### config.mk
export PLATFORM = sky130hd
export DESIGN_NAME = iterative_divider_flat
export DESIGN_NICKNAME = d
export VERILOG_FILES = /design/src/rtl/multdiv_pkg.sv /design/src/rtl/iterative_divider_if.sv /design/src/rtl/iterative_divider_width_subtractor.sv /design/src/rtl/iterative_divider.sv /design/src/flat_wrapper.sv
export SDC_FILE = /design/constraint.sdc
export NUM_CORES = 1
export LEC_CHECK = 0
export ABC_AREA = 0
export BUFFER_PORTS_ARGS = -buffer_cell sky130_fd_sc_hd__buf_2
export CORE_MARGIN = 2
export CORE_UTILIZATION = 30
export CTS_CLUSTER_DIAMETER = 80
export DETAILED_ROUTE_END_ITERATION = 7
export PLACE_DENSITY = 0.53
export SLEW_MARGIN = 20
export SYNTH_ARGS = -nofsm -noshare
export SYNTH_HDL_FRONTEND = slang
export SYNTH_SLANG_ARGS = --single-unit
### constraint.sdc
create_clock -name clock -period 4.5 [get_ports clock]
set_input_delay 0 -clock clock [delete_from_list [all_inputs] [get_ports clock]]
set_output_delay 0 -clock clock [all_outputs]
set_load 0.01 [all_outputs]
### src/rtl/multdiv_pkg.sv
// Shared definitions for the multdiv unit: FSM states, default width and
// the counter-width helper used by the iterative divider.
package multdiv_pkg;

    typedef enum logic [1:0] {
        IDLE = 2'd0,
        RUN  = 2'd1,
        FIX  = 2'd2
    } state_e;

    localparam int MULTDIV_WIDTH = 32;

    // Bits needed to count 0..v-1 (at least 1).
    function automatic int clog2(input int v);
        int r;
        r = 1;
        for (int i = 1; i < 32; i++) begin
            if ((1 << i) < v) r = i + 1;
        end
        return r;
    endfunction

endpackage

### src/rtl/iterative_divider_if.sv
// Handshake / operand / result bundle of the iterative divider.
// master = requester (multdiv wrapper or bench), slave = divider.
interface iterative_divider_if #(
    parameter int WIDTH = multdiv_pkg::MULTDIV_WIDTH
);
    logic             ctrl_DIV;
    logic             is_signed;
    logic [WIDTH-1:0] data_operandA;
    logic [WIDTH-1:0] data_operandB;
    logic [WIDTH-1:0] data_result;
    logic [WIDTH-1:0] data_remainder;
    logic             data_exception;
    logic             data_resultRDY;
    logic             busy;

    modport master (
        output ctrl_DIV, is_signed, data_operandA, data_operandB,
        input  data_result, data_remainder, data_exception, data_resultRDY, busy
    );

    modport slave (
        input  ctrl_DIV, is_signed, data_operandA, data_operandB,
        output data_result, data_remainder, data_exception, data_resultRDY, busy
    );
endinterface

### src/rtl/iterative_divider_width_subtractor.sv
// Combinational W-bit subtractor a - b. The MSB of the difference is split
// out as the sign: the divider operands are sized so the true difference
// always fits in W signed bits, so neg=1 means "a < b".
module width_subtractor #(
    parameter int W = 33
) (
    input  logic [W-1:0] a,
    input  logic [W-1:0] b,
    output logic [W-2:0] diff,
    output logic         neg
);
    logic [W-1:0] full;

    // Plain two's-complement difference, MSB is the sign.
    always_comb begin
        full = a - b;
    end

    assign diff = full[W-2:0];
    assign neg  = full[W-1];
endmodule

### src/rtl/iterative_divider.sv
// Multi-cycle restoring divider: one subtract/compare step per clock.
// Latency WIDTH+1 edges from start to the registered result (1 edge for a
// zero divisor). A start pulse in any state aborts and restarts.
// Optional feature macro: IDIV_SIGNED_EN (honours is_signed; without it all
// operations are unsigned and FIX is a pass-through).
module iterative_divider
    import multdiv_pkg::*;
#(
    parameter int WIDTH = MULTDIV_WIDTH
) (
    input  logic               clock,
    input  logic               reset_n,
    iterative_divider_if.slave bus
);
    localparam int                CNT_W = clog2(WIDTH);
    localparam logic [CNT_W-1:0]  LAST  = CNT_W'(WIDTH - 1);

    state_e             state_q, state_d;
    logic [CNT_W-1:0]   cnt_q, cnt_d;
    logic [WIDTH-1:0]   rem_q, rem_d;     // partial remainder (always < divisor)
    logic [WIDTH-1:0]   quo_q, quo_d;     // dividend shifts out, quotient shifts in
    logic [WIDTH-1:0]   dvsr_q, dvsr_d;
    logic               negq_q, negq_d;   // negate quotient in FIX
    logic               negr_q, negr_d;   // negate remainder in FIX
    logic               dbz_q, dbz_d;
    logic [WIDTH-1:0]   res_q, res_d;
    logic [WIDTH-1:0]   remout_q, remout_d;
    logic               exc_q, exc_d;
    logic               rdy_q, rdy_d;

    logic               signed_op;
    logic               a_neg, b_neg;
    logic [WIDTH:0]     shifted;          // WIDTH+1-bit shifted partial remainder
    logic [WIDTH-1:0]   sub_diff;
    logic               sub_neg;

    // Shift in the next dividend bit; compare against the divisor.
    assign shifted = {rem_q, quo_q[WIDTH-1]};

    width_subtractor #(.W(WIDTH + 1)) u_sub (
        .a    (shifted),
        .b    ({1'b0, dvsr_q}),
        .diff (sub_diff),
        .neg  (sub_neg)
    );

`ifdef IDIV_SIGNED_EN
    assign signed_op = bus.is_signed;
`else
    assign signed_op = 1'b0;
`endif

    assign a_neg = signed_op & bus.data_operandA[WIDTH-1];
    assign b_neg = signed_op & bus.data_operandB[WIDTH-1];

    // Next-state and datapath: start has priority over every state.
    always_comb begin
        state_d  = state_q;
        cnt_d    = cnt_q;
        rem_d    = rem_q;
        quo_d    = quo_q;
        dvsr_d   = dvsr_q;
        negq_d   = negq_q;
        negr_d   = negr_q;
        dbz_d    = dbz_q;
        res_d    = res_q;
        remout_d = remout_q;
        exc_d    = exc_q;
        rdy_d    = 1'b0;

        if (bus.ctrl_DIV) begin
            cnt_d  = '0;
            rem_d  = '0;
            exc_d  = 1'b0;
            negq_d = a_neg ^ b_neg;
            negr_d = a_neg;
            dvsr_d = b_neg ? -bus.data_operandB : bus.data_operandB;
            if (bus.data_operandB == '0) begin
                // Keep the raw dividend; it is returned as the remainder.
                dbz_d   = 1'b1;
                quo_d   = bus.data_operandA;
                state_d = FIX;
            end else begin
                dbz_d   = 1'b0;
                quo_d   = a_neg ? -bus.data_operandA : bus.data_operandA;
                state_d = RUN;
            end
        end else begin
            case (state_q)
                RUN: begin
                    rem_d = sub_neg ? shifted[WIDTH-1:0] : sub_diff;
                    quo_d = {quo_q[WIDTH-2:0], ~sub_neg};
                    cnt_d = cnt_q + CNT_W'(1);
                    if (cnt_q == LAST) begin
                        cnt_d   = '0;
                        state_d = FIX;
                    end
                end
                FIX: begin
                    rdy_d   = 1'b1;
                    exc_d   = dbz_q;
                    state_d = IDLE;
                    if (dbz_q) begin
                        res_d    = '0;
                        remout_d = quo_q;
                    end else begin
                        res_d    = negq_q ? -quo_q : quo_q;
                        remout_d = negr_q ? -rem_q : rem_q;
                    end
                end
                default: ;
            endcase
        end
    end

    // State and datapath registers, all cleared by the async reset.
    always_ff @(posedge clock or negedge reset_n) begin
        if (!reset_n) begin
            state_q  <= IDLE;
            cnt_q    <= '0;
            rem_q    <= '0;
            quo_q    <= '0;
            dvsr_q   <= '0;
            negq_q   <= 1'b0;
            negr_q   <= 1'b0;
            dbz_q    <= 1'b0;
            res_q    <= '0;
            remout_q <= '0;
            exc_q    <= 1'b0;
            rdy_q    <= 1'b0;
        end else begin
            state_q  <= state_d;
            cnt_q    <= cnt_d;
            rem_q    <= rem_d;
            quo_q    <= quo_d;
            dvsr_q   <= dvsr_d;
            negq_q   <= negq_d;
            negr_q   <= negr_d;
            dbz_q    <= dbz_d;
            res_q    <= res_d;
            remout_q <= remout_d;
            exc_q    <= exc_d;
            rdy_q    <= rdy_d;
        end
    end

    assign bus.data_result    = res_q;
    assign bus.data_remainder = remout_q;
    assign bus.data_exception = exc_q;
    assign bus.data_resultRDY = rdy_q;
    // Busy spans RUN/FIX and the RDY cycle itself.
    assign bus.busy           = (state_q != IDLE) || rdy_q;

endmodule
### src/flat_wrapper.sv
// flat-port wrapper written by rule: the top's interface ports become plain ports
module iterative_divider_flat import multdiv_pkg::*;
#(
    parameter int WIDTH = MULTDIV_WIDTH
)
  (clock, reset_n, bus_ctrl_DIV, bus_is_signed, bus_data_operandA, bus_data_operandB, bus_data_result, bus_data_remainder, bus_data_exception, bus_data_resultRDY, bus_busy);
  iterative_divider_if #(.WIDTH(WIDTH)) bus_i ();
  input  logic clock;
  input  logic reset_n;
  input wire logic [$bits(bus_i.ctrl_DIV)-1:0] bus_ctrl_DIV;
  input wire logic [$bits(bus_i.is_signed)-1:0] bus_is_signed;
  input wire logic [$bits(bus_i.data_operandA)-1:0] bus_data_operandA;
  input wire logic [$bits(bus_i.data_operandB)-1:0] bus_data_operandB;
  output wire logic [$bits(bus_i.data_result)-1:0] bus_data_result;
  output wire logic [$bits(bus_i.data_remainder)-1:0] bus_data_remainder;
  output wire logic [$bits(bus_i.data_exception)-1:0] bus_data_exception;
  output wire logic [$bits(bus_i.data_resultRDY)-1:0] bus_data_resultRDY;
  output wire logic [$bits(bus_i.busy)-1:0] bus_busy;
  assign bus_i.ctrl_DIV = bus_ctrl_DIV;
  assign bus_i.is_signed = bus_is_signed;
  assign bus_i.data_operandA = bus_data_operandA;
  assign bus_i.data_operandB = bus_data_operandB;
  assign bus_data_result = bus_i.data_result;
  assign bus_data_remainder = bus_i.data_remainder;
  assign bus_data_exception = bus_i.data_exception;
  assign bus_data_resultRDY = bus_i.data_resultRDY;
  assign bus_busy = bus_i.busy;
  iterative_divider #(.WIDTH(WIDTH)) u_core (.clock(clock), .reset_n(reset_n), .bus(bus_i));
endmodule
==> impl_metrics.tcl, run 1 <==
set metrics [dict create \
    status "finished clean" \
    layout_min_cycle_time_ps 3750 \
    drt_wl_total_mm 30.6 \
    postSynthRegisterBits 197 \
    cts.path.max_buffers 2 \
    worst_skew_pair.late_latency_ps 440 \
    numPortBuffers 133 \
    setup_slack_after_placement_ps 773 \
    first_global_vias 8681 \
    global_route.usage.total_pct 17.0 \
    routed_via_density 5.02 \
    ir_worst_vdd_uv 260 \
    critical_path_required_ps 4770 \
    commonest_cells_after_routing_fill_and_taps_aside "217 x o21ai_0, 202 x nand2_1, 196 x dfrtp_1" \
    nNetsFinal 1426 \
    final_hold_viol_count 0 \
    chipWidth_um 191 \
    ys_async_sr_fraction_pct 100 \
    synth_edf_count 0 \
    timing.final.setup_violations 0 \
    yosysWarningCount 0 \
    netlist-cell-type-count 55 \
    criticalPathCategory "flop to flop" \
    drt-wirelength-per-cell_um 17.0 \
    layout.cells.most_common "o21ai_0" \
    finalCoreUtilization_pct 37.3 \
    drt-pass1-iter-count 5 \
    post_synth_design_cell_area_um2 10500 \
    cp_max_fo 19 \
    floorplan.die_area_um2 36600 \
    overall_die_height_um 191 \
    post_cts_resize_count 0 \
    final.period_utilization_pct 83.3 \
    htree_levels 4 \
    setup_repair_after_global_routing_missed_its_margin "false" \
    core_area_um2 34500 \
    dp.cells 1694 \
    clkTransAtPathRegs_ps 70 \
    syn2layout_area_growth_pct 22.3 \
    io_pins 135 \
    timing.critical_path.arrival_ps 4020 \
    hold_ws_ps 4.66 \
    finalInstanceArea_um2 12900 \
    ant_nets 0 \
    synthesis.instances 1166 \
    global_route.overflow_total 0 \
    synth.avg_cell_area_um2 9.03 \
    path_category_of_the_worst_min_delay_check "input port to flop" \
    timing.critical_path.from_type "flop" \
    cts.sinks 197 \
    numCtsBuffers 17 \
    slew_violations 0 \
    end_kind "flop" \
    worst_pin_slew_ps 1060 \
    grt_antenna_before_repair 1 \
    cts_root_buf "clkbuf_16" \
    via_count 8993 \
    predominant_post_synthesis_flop_cell "dfrtp_1" \
    clock.fmax_mhz 267 \
    power_density_nw_per_um2 405 \
    power_mw 5.21 \
    cts_tree "yes" \
    drt-initial-drc-count 476 \
    clock-skew-final_ps 14.6 \
    max_slew_margin_pct 29.0 \
    grt_pass1_wl_mm 48.8 \
    final_critical_path_setup_slack_ps 752 \
    finish.cell_count_without_fillers 1793 \
    leak_pwr_nw 5.88 \
    drive_gt1_share_pct 14.1 \
    remaining_drc_errors 0 \
    synth_fp_nets 1268 \
    gp_congestion 0.855 \
    post-dp-hpwl_mm 21.4 \
    setup_total_negative_slack_ps 0 \
    floorplan.initialDensity_pct 30.5 \
    synth-seq-area-share_pct 46.8 \
    timing.max_cap.violations 0 \
    placement_rows 68 \
    grt_max_degree 104 \
    number_of_post_cts_setup_repair_buffers 0 \
    placedInstanceArea_um2 11600 \
]
[final timing paths]
| check | from | to | slack, ps | depth (start not counted) |
|---|---|---|---|---|
| max | u_core.quo_q[31]$_DFFE_PN0P_ | u_core.rem_q[12]$_DFFE_PN0P_ | 750 | 15 |
| min | bus_ctrl_DIV | u_core.quo_q[9]$_DFFE_PN0P_ | 5 | 3 |
| max reg2reg | u_core.quo_q[31]$_DFFE_PN0P_ | u_core.rem_q[12]$_DFFE_PN0P_ | 750 | 15 |
| min reg2reg | u_core.bus.data_remainder[29]$_DFFE_PN0P_ | u_core.bus.data_remainder[29]$_DFFE_PN0P_ | 480 | 2 |
| max in group asynchronous | reset_n | u_core.bus.data_result[25]$_DFFE_PN0P_ | 3080 | 3 |
| min in group asynchronous | reset_n | u_core.bus.data_remainder[11]$_DFFE_PN0P_ | 160 | 2 |
[sequential cells by signal, indices dropped and copies added, names as in the netlist]
| name | cells |
|---|---|
| u_core.bus.data_resultRDY | 1 |
| u_core.dbz_q | 1 |
| u_core.state_q | 2 |
| u_core.bus.data_remainder | 32 |
| u_core.bus.data_exception | 1 |
| u_core.quo_q | 32 |
| u_core.bus.data_result | 32 |
| u_core.rem_q | 32 |
| u_core.dvsr_q | 32 |
| u_core.cnt_q | 32 |
[synth_stat cells, types with 3 or more instances]
cell | number | area [um2]
o21ai_0 | 217 | 1090
nand2_1 | 203 | 762
dfrtp_1 | 197 | 4930
mux2i_1 | 90 | 901
clkbuf_1 | 61 | 229
a21oi_1 | 56 | 280
inv_1 | 44 | 165
nor2_1 | 41 | 154
ha_1 | 33 | 413
a31oi_1 | 18 | 113
nand4_1 | 18 | 113
xnor2_1 | 17 | 149
nand3_1 | 16 | 80.1
nor4_1 | 16 | 100
a21o_1 | 15 | 113
xor2_1 | 13 | 114
o31ai_1 | 11 | 82.6
nor3_1 | 10 | 50.1
and3_1 | 9 | 56.3
o21ai_1 | 8 | 40.0
a211oi_1 | 5 | 37.5
and2_1 | 4 | 25.0
buf_2 | 4 | 20.0
nand2b_1 | 4 | 25.0
o211ai_1 | 4 | 30.0
o21a_1 | 4 | 30.0
o21bai_1 | 4 | 30.0
a32oi_1 | 3 | 26.3
buf_6 | 3 | 33.8
o22ai_1 | 3 | 18.8
or4_1 | 3 | 22.5
[worst max-delay path, cell delays in order (launching register included)]
cell       delay, ps
dfrtp_1          370
inv_1            130
ha_1             180
inv_1             50
fa_1             420
a211oi_1         350
o211ai_1         120
a32oi_1          160
buf_4            160
a311oi_2         170
a2111oi_1        470
nor3_2           170
xor2_4           160
buf_4            350
mux2i_1          230
a21oi_1           80
[metal layers]
metal  wire length, um  vias to the layer above  global-route usage, %
met2             14300                      173                   27.7
met3              1240                       37                   3.45
li1                  -                     4439                      -
met1             14400                     4344                   22.6
met4               692                        0                   5.47
met5                 0                        -                      0
[logic make-up (layout without fill, tap and decap cells)]
logic type | count (synthesis) | after routing | share of synthesized area [%]
xor+xnor | 31 | 31 | 2.65
fa+ha+maj | 34 | 34 | 4.11
buf+inv | 114 | 285 | 4.32
compound gates | 361 | 361 | 19.2
simple gates | 337 | 337 | 14.1
flops | 197 | 197 | 46.8
other cells | 0 | 1 | 0
mux | 92 | 92 | 8.77
[area by class of cell]
class / count / area [um2]
Clock inverter: 11 / 138
Clock buffer: 21 / 470
Sequential cell: 197 / 4930
Fill cell: 3580 / 21700
Tap cell: 455 / 569
Timing Repair Buffer: 209 / 1410
Antenna cell: 1 / 2.50
Inverter: 44 / 165
Multi-Input combinational cell: 855 / 5190
[report_power, final]
part,internal [mW],switching (mW),leakage (nW)
clock network,0.877,0.727,0.289
registers,2.01,0.212,2.56
logic,0.589,0.799,3.03
[what timing repair did]
action	in CTS	in global routing
hold endpoints to repair	165	0
hold buffers	66	0
setup endpoints to repair	0	0
Power figures use the tool's default switching activity.
==> run 2, diff against run 1 <==
--- a/config.mk
+++ b/config.mk
@@ -5,13 +5,13 @@
 export SDC_FILE = /design/constraint.sdc
 export NUM_CORES = 1
 export LEC_CHECK = 0
-export ABC_AREA = 0
+export ABC_AREA = 1
 export BUFFER_PORTS_ARGS = -buffer_cell sky130_fd_sc_hd__buf_2
 export CORE_MARGIN = 2
 export CORE_UTILIZATION = 30
 export CTS_CLUSTER_DIAMETER = 80
 export DETAILED_ROUTE_END_ITERATION = 7
-export PLACE_DENSITY = 0.53
+export PLACE_DENSITY = 0.54
 export SLEW_MARGIN = 20
 export SYNTH_ARGS = -nofsm -noshare
 export SYNTH_HDL_FRONTEND = slang
==> constraint.sdc (replaced) <==
create_clock -name clock -period 3.11 [get_ports clock]
set_input_delay 0 -clock clock [delete_from_list [all_inputs] [get_ports clock]]
set_output_delay 0 -clock clock [all_outputs]
set_load 0.01 [all_outputs]
==> impl_metrics.tcl, run 2 <==
set metrics [dict create \
    status "finished clean" \
    cts.path.max_buffers 2 \
    worst_skew_pair.late_latency_ps 430 \
    io_pins 135 \
    power_frac_clock_pct 29.4 \
    final.period_utilization_pct 85.6 \
    synth.top_cell.area_share_pct 42.2 \
    setup_repair_after_global_routing_missed_its_margin "false" \
    drt-initial-drc-count 703 \
    met1_resource_use_gr_pct 26.2 \
    path_category_of_the_worst_min_delay_check "input port to flop" \
    ant_nets 0 \
    worst_r2r_startpoint "u_core.quo_q[31]$_DFFE_PN0P_" \
    post_synth_design_cell_area_um2 11700 \
    hold_ws_ps 106 \
    yosysWarningCount 0 \
    netSwitchingFraction_pct 34.7 \
    final_hold_viol_count 0 \
    netSwitchingPower_mw 2.71 \
    chipWidth_um 201 \
    commonest_cells_after_routing_fill_and_taps_aside "573 x nand2_1, 254 x inv_1, 196 x dfrtp_1" \
    floorplan.die_area_um2 40600 \
    drt-pass1-iter-count 5 \
    comb_power_share_pct 27.1 \
    finalInstanceArea_um2 14200 \
    multi_input_area_um2 5530 \
    met3_routing_resource_usage_after_global_routing_pct 2.56 \
    leak_pwr_nw 7.37 \
    ys_top_cells_by_area "dfrtp_1 42%, nand2_1 18%, inv_1 8.2%" \
    syn2layout_area_growth_pct 21.1 \
    global_route.overflow_total 0 \
    numCtsBuffers 17 \
    placedInstanceArea_um2 12900 \
    predominant_post_synthesis_flop_cell "dfrtp_1" \
    layout.cells.most_common "nand2_1" \
    numPortBuffers 133 \
    antenna_diode_instance_count 0 \
    grt_max_degree 72 \
    cts_root_buf "clkbuf_16" \
    reg2reg_setup_slack_ps 450 \
    synth_edf_count 0 \
    power_density_nw_per_um2 552 \
    end_kind "flop" \
    synth-seq-area-share_pct 42.2 \
    drt_wl_total_mm 34.7 \
    grt_pass1_wl_mm 56.2 \
    grtUsageMet2_pct 26.3 \
    criticalPathCategory "flop to flop" \
    synth_area_leader_cell "dfrtp_1" \
    gp_congestion 0.905 \
    via_count 10691 \
    clock.fmax_mhz 375 \
    r2r-end "u_core.rem_q[2]$_DFFE_PN0P_" \
    busiest_layer "met2" \
    postSynthRegisterBits 197 \
    power_mw 7.81 \
    timing.critical_path.from_type "flop" \
    synth_fp_nets 1733 \
    synthMostInstantiatedCell "nand2_1" \
    synth.avg_cell_area_um2 7.17 \
    setup_total_negative_slack_ps 0 \
    number_of_post_cts_setup_repair_buffers 0 \
    post-dp-hpwl_mm 26.7 \
    drt-wirelength-per-cell_um 14.8 \
    layout_min_cycle_time_ps 2660 \
    dp.cells 2242 \
    routed_via_density 4.57 \
    timing.final.setup_violations 0 \
    worstHoldPathCells 3 \
    clkTransAtPathRegs_ps 70 \
    critical_path_required_ps 3430 \
    placement_rows 72 \
    worst_hold_startpoint "bus_ctrl_DIV" \
    floorplan.initialDensity_pct 30.3 \
    worstRegToRegCells 17 \
    max_slew_margin_pct 35.8 \
    timing.max_cap.violations 0 \
    cts.sinks 197 \
    seq_power_share_pct 43.4 \
    cts_tree "yes" \
    grt_antenna_before_repair 0 \
    finish.cell_count_without_fillers 2339 \
    worst_pin_slew_ps 960 \
    slew_violations 0 \
    netlist_top_cells_count "573 x nand2_1, 254 x inv_1, 197 x dfrtp_1" \
    layout.filler_cells 4168 \
    overall_die_height_um 201 \
    global_route.usage.total_pct 17.4 \
    ir_worst_vdd_uv 314 \
    synthesis.instances 1631 \
    htree_levels 4 \
    clock-skew-final_ps 11.8 \
    nNetsFinal 1910 \
    drive_gt1_share_pct 12.5 \
    cp_max_fo 20 \
    cell_internal_pwr_mw 5.10 \
    timing.critical_path.arrival_ps 2980 \
    netlist-cell-type-count 41 \
    core_area_um2 38600 \
    first_global_vias 10266 \
    sequential_cell_area_in_the_final_layout_um2 4930 \
    remaining_drc_errors 0 \
    ys_async_sr_fraction_pct 100 \
    hold_path_sink "u_core.quo_q[5]$_DFFE_PN0P_" \
]
[run 2: changes by cell type after synthesis, sizes merged, moves of 23 or more]
cell,change
nand2,+396
clkbuf,-23
o21ai,-80
o221ai,+27
a21oi,-32
nand3,+64
inv,+216
nor2,+34
mux2i,-90
[run 2: what timing repair did]
action                    in CTS  in global routing
hold endpoints to repair     130                  0
resized for setup              0                  0
hold buffers                  65                  0
[run 2: cell families after synthesis]
group	count (synthesis)	share of synthesized area [%]
AO/OA/AOI/OAI	225	11.0
AND/OR/NAND/NOR	827	30.2
flip-flops	197	42.2
buffers and inverters	317	10.6
adder cells (fa/ha/maj)	34	3.70
XOR/XNOR	31	2.32
[run 2: stage by stage]
stage / util (%) / worst slack (ps)
after detailed placement: 33.5 / 456
after floorplan: - / 894
after global routing: 36.7 / 231
after global placement: 33.5 / 503
after CTS: 36.7 / 435
final: 36.7 / 446
[run 2: layout make-up]
type	count	share of cell area, %
clock buffers	19	3.13
clock inverters	13	1.15
inverters	263	6.97
multi-input cells	1117	39.0
flip-flops and latches	197	34.8
well taps	518	4.58
repair buffers	212	10.3
[run 2: routing by layer]
| metal | routed length [um] | share of wire, % |
|---|---|---|
| met3 | 1400 | 4.0 |
| met4 | 369 | 1.1 |
| met2 | 14700 | 42 |
| met5 | 0 | 0 |
| met1 | 18300 | 53 |
[run 2: worst max path at each step]
| stage | startpoint | to | slack, ps | cells after the start |
|---|---|---|---|---|
| after global placement | u_core.quo_q[31]$_DFFE_PN0P_ | u_core.rem_q[11]$_DFFE_PN0P_ | 500 | 17 |
| final | u_core.quo_q[31]$_DFFE_PN0P_ | u_core.rem_q[2]$_DFFE_PN0P_ | 450 | 17 |
| after global routing | u_core.quo_q[31]$_DFFE_PN0P_ | u_core.rem_q[9]$_DFFE_PN0P_ | 230 | 17 |
| after CTS | u_core.quo_q[31]$_DFFE_PN0P_ | u_core.rem_q[2]$_DFFE_PN0P_ | 430 | 17 |
| after floorplan | u_core.quo_q[31]$_DFFE_PN0P_ | u_core.rem_q[12]$_DFFE_PN0P_ | 890 | 17 |
| after detailed placement | u_core.quo_q[31]$_DFFE_PN0P_ | u_core.rem_q[2]$_DFFE_PN0P_ | 460 | 17 |
[run 2: power by group through the flow]
| stage | Sequential, mW | Combinational, mW | Clock, mW |
|---|---|---|---|
| 6_report | 3.39 | 2.12 | 2.30 |
| 5_1_grt | 3.46 | 2.39 | 2.45 |
| 4_1_cts | 3.39 | 2.15 | 2.35 |
| 3_5_place_dp | 3.44 | 2.08 | 0 |
| 3_3_place_gp | 3.42 | 2.07 | 0 |
| 2_1_floorplan | 3.57 | 0.994 | 0 |
[run 2: critical path, stage by stage (launching register included)]
cell and delay, ps:
dfrtp_1 360, inv_1 130, ha_1 170, inv_1 90
fa_1 410, nand2_1 80, nand2_1 80, nand3_1 110
nand2_2 100, nand2_2 90, nand2_4 60, nand2_4 80
nand3_2 100, nand2_2 290, buf_12 200, nand2_1 70
nand3_1 80, nand2_1 50
==> run 3, diff against run 2 <==
--- a/config.mk
+++ b/config.mk
@@ -11,6 +11,7 @@
 export CORE_UTILIZATION = 30
 export CTS_CLUSTER_DIAMETER = 80
 export DETAILED_ROUTE_END_ITERATION = 7
+export HOLD_SLACK_MARGIN = 0.15
 export PLACE_DENSITY = 0.54
 export SLEW_MARGIN = 20
 export SYNTH_ARGS = -nofsm -noshare
==> impl_metrics.tcl, run 3 (synthesis gave the netlist of run 2 again) <==
set metrics [dict create \
    ir_worst_vdd_uv 315 \
    post_cts_resize_count 0 \
    crit_chain "inv_1 -> ha_1 -> inv_1 -> fa_1 -> nand2_1 -> nand2_1 -> nand3_1 -> nand2_2 -> nand2_2 -> nand2_4 -> nand2_4 -> nand3_2 -> nand2_2 -> buf_12 -> nand2_1 -> nand3_1 -> nand2_1" \
    layout.filler_cells 4142 \
    clock-skew-final_ps 11.2 \
    global_route.overflow_total 0 \
    clock.fmax_mhz 374 \
    cp_num_buf_inv 3 \
    numPortBuffers 133 \
    remaining_drc_errors 0 \
    ant_nets 0 \
    hold_ws_ps 139 \
    numCtsBuffers 17 \
    cts_root_buf "clkbuf_16" \
    leak_pwr_nw 7.44 \
    worst_skew_pair.late_latency_ps 430 \
    end_kind "flop" \
    finish.cell_count_without_fillers 2366 \
    drt-initial-drc-count 657 \
    slowest_delay_ps 410 \
    htree_levels 4 \
    critical_path.most_common_cell "nand2_1" \
    first_global_vias 10410 \
    cts.path.max_buffers 2 \
    commonest_cells_after_routing_fill_and_taps_aside "573 x nand2_1, 254 x inv_1, 196 x dfrtp_1" \
    drt_wl_total_mm 35.1 \
    slowest_stage "fa_1" \
    global_route.usage.total_pct 17.5 \
    layout.cells.most_common "nand2_1" \
    syn2layout_area_growth_pct 23.4 \
    max_slew_margin_pct 35.5 \
    antenna_diode_instance_count 0 \
    worstRegToRegCells 17 \
    power_density_nw_per_um2 544 \
    path_category_of_the_worst_min_delay_check "input port to async pin" \
    setup_repair_after_global_routing_missed_its_margin "false" \
    via_count 10867 \
    post-dp-hpwl_mm 26.7 \
    number_of_post_cts_setup_repair_buffers 0 \
    drt-pass1-iter-count 5 \
    cts_tree "yes" \
    core_area_um2 38600 \
    grt_antenna_before_repair 0 \
    clkTransAtPathRegs_ps 70 \
    slew_violations 0 \
    critical-path-top-delay-family "simple AND/OR/NAND/NOR gates" \
    layout_min_cycle_time_ps 2670 \
    overall_die_height_um 201 \
    timing.final.setup_violations 0 \
    path_depth 17 \
    routed_via_density 4.59 \
    cts.sinks 197 \
    grt_max_degree 72 \
    final_critical_path_setup_slack_ps 436 \
    drt-wirelength-per-cell_um 14.8 \
    finalCoreUtilization_pct 37.4 \
    timing.critical_path.arrival_ps 3000 \
    final.period_utilization_pct 86.0 \
    dp.cells 2242 \
    critical_path_required_ps 3430 \
    timing.critical_path.from_type "flop" \
    cp_max_fo 20 \
    floorplan.initialDensity_pct 30.3 \
    nNetsFinal 1937 \
    timing.max_cap.violations 0 \
    grt_pass1_wl_mm 56.7 \
    setup_slack_after_placement_ps 456 \
    placement_rows 72 \
    criticalPathCategory "flop to flop" \
    holdBufCountCts 92 \
    final_hold_viol_count 0 \
    setup_total_negative_slack_ps 0 \
    gp_congestion 0.905 \
    status "finished clean" \
    floorplan.die_area_um2 40600 \
    chipWidth_um 201 \
    drive_gt1_share_pct 12.3 \
    io_pins 135 \
    worst_pin_slew_ps 966 \
]
-- run 3: cell count changes in the layout (fill, tap and decap cells not counted), sizes merged --
cell | previous run | this run
dlygate4sd3 | 65 | 92
-- run 3: area by class of cell --
| cell class | count | area (um2) | area share, % |
|---|---|---|---|
| clock inverter | 13 | 163 | 1.13 |
| timing repair buffer | 239 | 1730 | 12.0 |
| clock buffer | 19 | 443 | 3.07 |
| tap | 518 | 648 | 4.49 |
| inverter | 263 | 987 | 6.84 |
| sequential | 197 | 4930 | 34.2 |
| multi-input combinational | 1117 | 5530 | 38.3 |
-- run 3: power by group --
part	switching (mW)	leakage [nW]	total, mW	internal [mW]
clock network	1.06	0.294	2.30	1.24
registers	0.295	2.57	3.39	3.10
logic	1.37	4.58	2.15	0.785
-- run 3: per-layer routing --
layer | GRT usage (%) | routed length, um
met5 | 0 | 0
met4 | 3.62 | 366
met2 | 26.7 | 15000
met3 | 2.56 | 1480
met1 | 26.3 | 18300
-- run 3: worst paths after layout --
kind                                                           from                                       end  slack [ps]
min in group clock                                     bus_ctrl_DIV       u_core.bus.data_resultRDY$_DFF_PN0_         210
setup reg to reg                       u_core.quo_q[31]$_DFFE_PN0P_              u_core.rem_q[11]$_DFFE_PN0P_         440
hold / removal                                              reset_n              u_core.dvsr_q[4]$_DFFE_PN0P_         140
max in group asynchronous                                   reset_n    u_core.bus.data_result[25]$_DFFE_PN0P_        2070
hold reg to reg            u_core.bus.data_remainder[5]$_DFFE_PN0P_  u_core.bus.data_remainder[5]$_DFFE_PN0P_         480
setup / recovery                       u_core.quo_q[31]$_DFFE_PN0P_              u_core.rem_q[11]$_DFFE_PN0P_         440
-- run 3: per-stage QoR --
step           area (um2)  total power [mW]
6_report            14400              7.85
3_5_place_dp        12900              5.52
5_1_grt             14400              8.33
3_3_place_gp        12900              5.49
4_1_cts             14400              7.92
2_1_floorplan       11700              4.57
